### src/rtl/replay_ctrl.sv
// Transmit-side replay buffer controller: numbers outgoing words, mirrors them
// into an external 2^AW-entry RAM, purges on ACK and retransmits on NAK.
module replay_ctrl #(
    parameter int DW    = 16,
    parameter int AW    = 3,
    parameter int SEQ_W = 12
) (
    input  logic             clk,
    input  logic             rst,
    input  logic             tx_valid,
    input  logic [DW-1:0]    tx_data,
    output logic             tx_ready,
    output logic             link_valid,
    output logic [DW-1:0]    link_data,
    output logic [SEQ_W-1:0] link_seq,
    input  logic             link_ready,
    input  logic             ack_valid,
    input  logic             ack_nak,
    input  logic [SEQ_W-1:0] ack_seq,
    output logic             ack_ready,
    output logic             ack_err,
    output logic             replay_rollover,
    output logic [AW-1:0]    ram_waddr,
    output logic [DW-1:0]    ram_din,
    output logic             ram_we,
    output logic [AW-1:0]    ram_raddr,
    output logic             ram_oe,
    input  logic [DW-1:0]    ram_dout,
    output logic [AW:0]      count
);

    localparam int unsigned DEPTH = 1 << AW;

    typedef enum logic [1:0] {IDLE, RP_ISSUE, RP_DATA} state_t;

    state_t           r_state, w_state_nxt;
    logic [AW-1:0]    r_head, r_tail, r_rp_ptr;
    logic [AW:0]      r_count, r_rp_left;
    logic [SEQ_W-1:0] r_oldest_seq, r_rp_seq;
    logic [1:0]       r_replay_num;
    logic             r_post_rst;

    logic             w_block, w_full, w_nak_req, w_idle_ok;
    logic             w_tx_ready, w_ack_ready, w_tx_acc, w_ack_acc;
    logic             w_n_ok, w_ack_do, w_nak_go;
    logic [SEQ_W-1:0] w_n, w_next_seq;
    logic [AW:0]      w_n_cnt, w_remain, w_sub, w_add;

    // Outputs stay quiet through the reset cycle and the one following it.
    assign w_block     = rst || r_post_rst;
    assign w_full      = (r_count == (AW+1)'(DEPTH));
    assign w_nak_req   = ack_valid && ack_nak;
    assign w_idle_ok   = (r_state == IDLE) && !w_block;
    assign w_tx_ready  = w_idle_ok && !w_full && link_ready && !w_nak_req;
    assign w_ack_ready = w_idle_ok;
    assign w_tx_acc    = tx_valid && w_tx_ready;
    assign w_ack_acc   = ack_valid && w_ack_ready;

    // n is taken mod 2^SEQ_W so a duplicate ACK (ack_seq = oldest-1) gives 0.
    assign w_n        = ack_seq - r_oldest_seq + SEQ_W'(1);
    assign w_n_ok     = (w_n <= SEQ_W'(r_count));
    assign w_n_cnt    = w_n[AW:0];
    assign w_remain   = r_count - w_n_cnt;
    assign w_ack_do   = w_ack_acc && w_n_ok;
    assign w_nak_go   = w_ack_do && ack_nak && (w_remain != '0);
    assign w_next_seq = r_oldest_seq + SEQ_W'(r_count);
    assign w_sub      = w_ack_do ? w_n_cnt : '0;
    assign w_add      = w_tx_acc ? (AW+1)'(1) : '0;

    always_ff @(posedge clk) begin
        if (rst) begin
            r_state      <= IDLE;
            r_head       <= '0;
            r_tail       <= '0;
            r_count      <= '0;
            r_oldest_seq <= '0;
            r_replay_num <= '0;
            r_rp_ptr     <= '0;
            r_rp_seq     <= '0;
            r_rp_left    <= '0;
            r_post_rst   <= 1'b1;
        end else begin
            r_post_rst <= 1'b0;
            r_state    <= w_state_nxt;
            r_count    <= r_count - w_sub + w_add;
            if (w_tx_acc) begin
                r_tail <= r_tail + AW'(1);
            end
            if (w_ack_do) begin
                r_head       <= r_head + w_n_cnt[AW-1:0];
                r_oldest_seq <= r_oldest_seq + w_n;
                if (!ack_nak && (w_n != '0)) begin
                    r_replay_num <= '0;
                end
            end
            if (w_nak_go) begin
                r_rp_ptr     <= r_head + w_n_cnt[AW-1:0];
                r_rp_seq     <= r_oldest_seq + w_n;
                r_rp_left    <= w_remain;
                r_replay_num <= r_replay_num + 2'd1;
            end
            if ((r_state == RP_DATA) && link_ready) begin
                r_rp_ptr  <= r_rp_ptr + AW'(1);
                r_rp_seq  <= r_rp_seq + SEQ_W'(1);
                r_rp_left <= r_rp_left - (AW+1)'(1);
            end
        end
    end

    always_comb begin
        w_state_nxt     = r_state;
        tx_ready        = w_tx_ready;
        ack_ready       = w_ack_ready;
        link_valid      = 1'b0;
        link_data       = '0;
        link_seq        = '0;
        ram_we          = 1'b0;
        ram_waddr       = '0;
        ram_din         = '0;
        ram_oe          = 1'b0;
        ram_raddr       = w_block ? '0 : r_head;
        ack_err         = w_ack_acc && !w_n_ok;
        replay_rollover = w_nak_go && (r_replay_num == 2'd3);
        count           = w_block ? '0 : r_count;
        if (!w_block) begin
            unique case (r_state)
                IDLE: begin
                    link_valid = tx_valid && !w_full && !w_nak_req;
                    link_data  = tx_data;
                    link_seq   = w_next_seq;
                    ram_we     = w_tx_acc;
                    ram_waddr  = r_tail;
                    ram_din    = tx_data;
                    if (w_nak_go) begin
                        w_state_nxt = RP_ISSUE;
                    end
                end
                RP_ISSUE: begin
                    ram_raddr   = r_rp_ptr;
                    ram_oe      = 1'b1;
                    w_state_nxt = RP_DATA;
                end
                RP_DATA: begin
                    ram_raddr  = r_rp_ptr;
                    ram_oe     = 1'b1;
                    link_valid = 1'b1;
                    link_data  = ram_dout;
                    link_seq   = r_rp_seq;
                    if (link_ready) begin
                        w_state_nxt = (r_rp_left == (AW+1)'(1)) ? IDLE : RP_ISSUE;
                    end
                end
                default: w_state_nxt = IDLE;
            endcase
        end
    end

endmodule

### config.mk
export PLATFORM = sky130hd
export DESIGN_NAME = replay_ctrl
export DESIGN_NICKNAME = d
export VERILOG_FILES = /design/src/rtl/replay_ctrl.sv
export SDC_FILE = /design/constraint.sdc
export NUM_CORES = 1
export LEC_CHECK = 0
export CORE_UTILIZATION = 25
export CTS_CLUSTER_SIZE = 40
export DETAILED_ROUTE_END_ITERATION = 8
export PLACE_DENSITY_LB_ADDON = 0.25
export RECOVER_POWER = 25
export SLEW_MARGIN = 20
export SYNTH_ARGS = -nofsm -noshare
export SYNTH_HDL_FRONTEND = slang
export SYNTH_SLANG_ARGS = --single-unit
### constraint.sdc
create_clock -name clk -period 9.4 [get_ports clk]
set_input_delay 1.88 -clock clk [delete_from_list [all_inputs] [get_ports clk]]
set_output_delay 1.88 -clock clk [all_outputs]
set_load 0.01 [all_outputs]
; ---- Word-level counts from Yosys, hierarchy flattened
; Index checks and enable logic that the tools add are counted.
[classes]
bitwise = 1
eq_ne = 7
muxes = 34
addsub = 13
magnitude_cmp = 1
n_reduce_logical = 31
[ops]
columns = op, count
row1 = $mux W16, 3
row2 = $mux W12, 3
row3 = $pmux W16 S2, 1
row4 = $add A12 B1 Y12 const B, 2
row5 = $pmux W12 S2, 1
row6 = $mux W3, 7
row7 = $logic_and A1 B1 Y1, 16
row8 = $mux W4, 4
row9 = $add A12 B12 Y12, 1
row10 = $add A12 B4 Y12, 1
row11 = $le A12 B4 Y1, 1
row12 = $reduce_bool A12 Y1, 1
row13 = $sub A12 B12 Y12, 1
row14 = $mux W2, 5
row15 = $mux W1, 8
row16 = $sub A4 B4 Y4, 2
row17 = $add A3 B1 Y3 const B, 2
row18 = $pmux W2 S3, 1
row19 = $reduce_bool A2 Y1, 3
row20 = $logic_not A1 Y1, 5
row21 = $add A4 B1 Y4, 1
row22 = $eq A2 B2 Y1 const B, 2
row23 = $eq A4 B1 Y1 const B, 1
row24 = $eq A4 B4 Y1 const B, 1
row25 = 13 further kinds, 14
[totals]
output_inout_bits = 61
register_bits = 46
wordCells = 97
in_bits = 50

; ---- Logic depth before layout (Yosys ltp)
[depth]
ltp_word = 9
ltp_mapped = 21
mapped_depth_nobuf = 21

; ---- Least setup slack after synthesis
; No wires, ideal clock.
[synth_timing]
path_type = input to output
from = in ack_seq[1]
to = out replay_rollover
path_stages = 15
required_ps = 7520
path_slack_ps = 2299
arrival_time_ps = 5221
path_buffers = 1
path_cell_list = inv_1 -> ha_1 -> inv_1 -> ha_1 -> inv_1 -> fa_1 -> xnor2_1 -> ha_1 -> a21oi_1 -> a21oi_1 -> a2111o_1 -> or4_4 -> a211oi_4 -> buf_4 -> and3_1
[synth_via]
elab_chain_cells = 7
elab_cells_between_ends = 9
cone_classes = add/sub: 3 / order compare: 1 / reduce/logical: 5
[synth_lines]
columns = item, line_no
row1 = "start, declared", 19  ; input logic [SEQ_W-1:0] ack_seq,
row2 = $sub A12 B12 Y12 (*), 60  ; assign w_n = ack_seq - r_oldest_seq + SEQ_W'(1);
row3 = $add A12 B1 Y12 (*), 60
row4 = $le A12 B4 Y1, 61  ; assign w_n_ok = (w_n <= SEQ_W'(r_count));
row5 = $logic_and A1 B1 Y1, 64  ; assign w_ack_do = w_ack_acc && w_n_ok;
row6 = $logic_and A1 B1 Y1, 65  ; assign w_nak_go = w_ack_do && ack_nak && (w_remain != '0);
row7 = $logic_and A1 B1 Y1 (*), 65
row8 = $logic_and A1 B1 Y1 (*), 123  ; replay_rollover = w_nak_go && (r_replay_num == 2'd3);
row9 = "end, declared", 22  ; output logic replay_rollover,
; Mark *: on every way between the ends. The rest lies on a longest branch, timed or not.

; ---- Final worst setup path
[layout_timing]
from = in ack_seq[1]
to = out ack_err
[layout_via]
elab_chain_cells = 5
[layout_lines]
columns = item, line_no
row1 = $sub A12 B12 Y12, 60
row2 = $add A12 B1 Y12, 60
row3 = $le A12 B4 Y1, 61
row4 = $logic_not A1 Y1, 122  ; ack_err = w_ack_acc && !w_n_ok;
row5 = $logic_and A1 B1 Y1, 122
row6 = "end, declared", 21  ; output logic ack_err,
; Every way passes these cells.

==> impl_metrics.py <==
metrics = {
    "outcome": {
        "outcome": "complete, but fails checks",
        "violations": "capacitance limit, slew limit",
    },
    "logic_synthesis": {
        "synth_cell_type_count": 62,
        "synth-xor-area-share_pct": 7.050,
        "syn_nets": 716,
        "synth_fa_ha_area_share_pct": 18.45,
        "synth_compound_area_share_pct": 25.71,
        "ys_top_cells_by_area": "dfxtp_1 20%, ha_1 16%, xnor2_1 5.2%",
        "async_flop_share_pct": 0,
        "synthMuxAreaShare_pct": 1.325,
        "synthFlopType": "dfxtp_1",
        "netlist.area_leader.share_pct": 19.51,
        "synth_edf_count": 0,
        "synth_top_family_by_area": "compound AO/OA/AOI/OAI gates",
        "synth_seq_area_share_pct": 19.51,
        "syn_avg_cell_area_um2": 7.868,
        "synth_warnings": 0,
        "syn_area_um2": 4721,
        "netlist_instances": 600,
        "ys_seq_elements": 46,
        "yosysTopAreaCell": "dfxtp_1",
        "yosys.area_share.simple_pct": 21.89,
    },
    "clock_network": {
        "clkSlewWorstSetupHoldPaths_ps": 70,
        "cts_tree": "done",
        "htreeDepth": 2,
        "cts_resized": 0,
        "post_cts_buffers": 0,
        "clock_sinks": 46,
        "clk_path_buf_depth": 2,
        "clk_latency_ps": 300,
        "cts_hold_buf": 0,
        "root_buffer": "clkbuf_16",
        "numCtsBuffers": 5,
    },
    "job": {
        "maxCapViolCount": 1,
    },
    "pwr": {
        "combPwrFrac_pct": 30.7,
        "total_power_w": 0.0005498,
        "peakVddDrop_uv": 67.36,
        "power_leakage_nw": 2.562,
        "power_switching_w": 0.0001816,
        "swShare_pct": 33.04,
        "seqPwrFrac_pct": 35.8,
        "pwr-share-clk_pct": 33.5,
        "p_int_w": 0.0003682,
        "powerDensity_nw_per_um2": 89.10,
    },
    "worst_setup_path": {
        "path_max_fanout": 18,
        "crit_type": "in -> out",
        "crit_chain": "clkdlybuf4s50_1 -> inv_1 -> ha_1 -> inv_1 -> ha_1 -> inv_1 -> fa_1 -> xnor2_1 -> ha_1 -> a21oi_1 -> a21oi_1 -> a2111o_1 -> or4_4 -> a211oi_4 -> buf_4 -> nor2_1 -> clkdlybuf4s50_1",
        "required_ps": 7520,
        "max_stage_delay_ps": 480,
        "cp-end-kind": "output port",
        "r2r_cells": 20,
        "crit_path_start_kind": "input pin",
        "slowest_stage": "or4_4",
        "critical_path_arrival_ps": 6270,
    },
    "floorplan": {
        "die_x_um": 139.4,
        "io_pins": 111,
        "core_um2": 18210,
        "rows": 49,
        "dieArea_um2": 19440,
        "dieHeight_um": 139.4,
        "start_util_pct": 25.93,
    },
    "finish": {
        "multi_input_area_um2": 3531,
        "layoutNonFillerInstCount": 926,
        "drive_gt1_share_pct": 4.304,
        "fill_cells": 1908,
        "final_nets": 813,
        "syn2layout_area_growth_pct": 30.72,
        "utilization_pct": 33.89,
        "seqCellArea_um2": 920.9,
        "final_common_cell": "clkdlybuf4s50_1",
        "insertedDiodeCount": 0,
        "layout_common_cells": "90 x clkdlybuf4s50_1, 60 x ha_1, 46 x dfxtp_1",
    },
    "grt": {
        "grt_max_degree": 36,
        "gr-usage-all-layers_pct": 16.10,
        "antenna_found_initial": 0,
        "grt_pass1_wl_um": 24880,
        "grt_overflow": 0,
        "grt_pass1_vias": 4507,
    },
    "sta": {
        "fin_crit_sh_pct": 86.73,
        "slew_violations": 36,
        "hold_viol": 0,
        "holdWs_ps": 477.1,
        "relSlewSlack_pct": -15.61,
        "fin_crit_ps": 8153,
        "fmax_mhz": 122.7,
        "worstMarginPinSlew_ps": 1734,
        "fin_skew_ps": 6.455,
        "setup_tns_ps": 0,
        "setup_viol": 0,
        "rsz0062_at_grt": "false",
    },
    "route": {
        "wl_um": 15450,
        "first_iter_violations": 308,
        "num_vias": 4643,
        "route.detailed.drc": 0,
        "first_pass_iters": 4,
        "drtAntennaViolNets": 0,
        "vias_per_cell": 5.014,
        "wl_per_cell_um": 16.68,
    },
    "min_path": {
        "holdPathStages": 2,
        "hp-class": "reg -> reg",
    },
    "placement": {
        "place.gp.congestion": 0.8138,
        "dp_cells": 919,
        "dp_hpwl_um": 12250,
        "io_buffer_count": 110,
    },
}
## power by group through the flow
| stage | Clock, W | Combinational [W] | Sequential [W] |
|---|---|---|---|
| after CTS | 0.000189 | 0.000171 | 0.000197 |
| after detailed placement | 0 | 0.000170 | 0.000202 |
| final | 0.000184 | 0.000169 | 0.000197 |
| after global placement | 0 | 0.000169 | 0.000202 |
| after floorplan | 0 | 0.000104 | 0.000201 |
| after global routing | 0.000196 | 0.000186 | 0.000197 |
## stage by stage
stage | setup WS, ps | area, um^2
after global placement | 1278 | 6057
after CTS | 1185 | 6192
final | 1248 | 6171
after floorplan | 2299 | 4721
after detailed placement | 1187 | 6057
after global routing | 1015 | 6171
## layer usage
layer	part of all wire [%]	GRT usage, %	up-vias
li1	-	-	2368
met1	49	22.56	2202
met2	47	26.32	63
met3	3.1	1.583	10
met4	1.1	3.977	0
met5	0	0	-
## Yosys cell counts (all sizes together), types with 2 or more instances
cell / instances
and2: 4
nand2: 37
or2: 3
ha: 60
dfxtp: 46
a311oi: 5
nand3b: 2
and3: 27
mux2i: 4
buf: 6
nor3: 30
clkbuf: 23
a2111oi: 5
o31ai: 4
or3: 7
nand2b: 10
xnor2: 28
a21oi: 39
fa: 6
nor2b: 7
nand4: 4
o21a: 7
a221oi: 3
inv: 40
or4: 3
a22o: 13
a31oi: 7
a21o: 27
a211o: 4
xor2: 10
nor2: 42
a211oi: 6
nand3: 20
nor4: 4
o211ai: 7
o21ai: 29
mux2: 2
o21bai: 4
nor3b: 2
## critical path, delay by kind of cell
kind,cells,cell delay (ps)
AO/OA/AOI/OAI,4,830
XOR/XNOR,1,440
adder cells (fa/ha/maj),4,1230
buffers and inverters,6,1340
AND/OR/NAND/NOR,2,550
## final timing paths
kind	startpoint	end	slack [ps]
worst min-delay path	r_tail[1]$_SDFFE_PP0P_	r_tail[1]$_SDFFE_PP0P_	480
worst max register to register	r_oldest_seq[1]$_SDFFE_PP0N_	r_count[3]$_SDFF_PP0_	3900
worst max-delay path	ack_seq[1]	ack_err	1250
worst min register to register	r_tail[1]$_SDFFE_PP0P_	r_tail[1]$_SDFFE_PP0P_	480
## registers in the layout, summed over array words and instances, names as in the netlist
name and count:
r_oldest_seq 12, r_count 4, r_rp_left 4, r_rp_ptr 3, r_head 3, r_tail 3
r_post_rst 1, r_state 2, r_rp_seq 12, r_replay_num 2
## cell type report
type	count	share of cell area (%)
repair buffers	119	18.59
clock inverters	2	0.1622
clock buffers	5	2.028
flip-flops and latches	46	14.92
multi-input cells	485	57.22
inverters	40	2.433
well taps	229	4.643
## cells by family (layout without fill, tap and decap cells)
logic type,Yosys count,in the layout
xor+xnor,38,38
compound gates,172,172
mux,6,6
flops,46,46
simple gates,203,203
buf+inv,69,166
fa+ha+maj,66,66
Power figures use the tool's default switching activity.
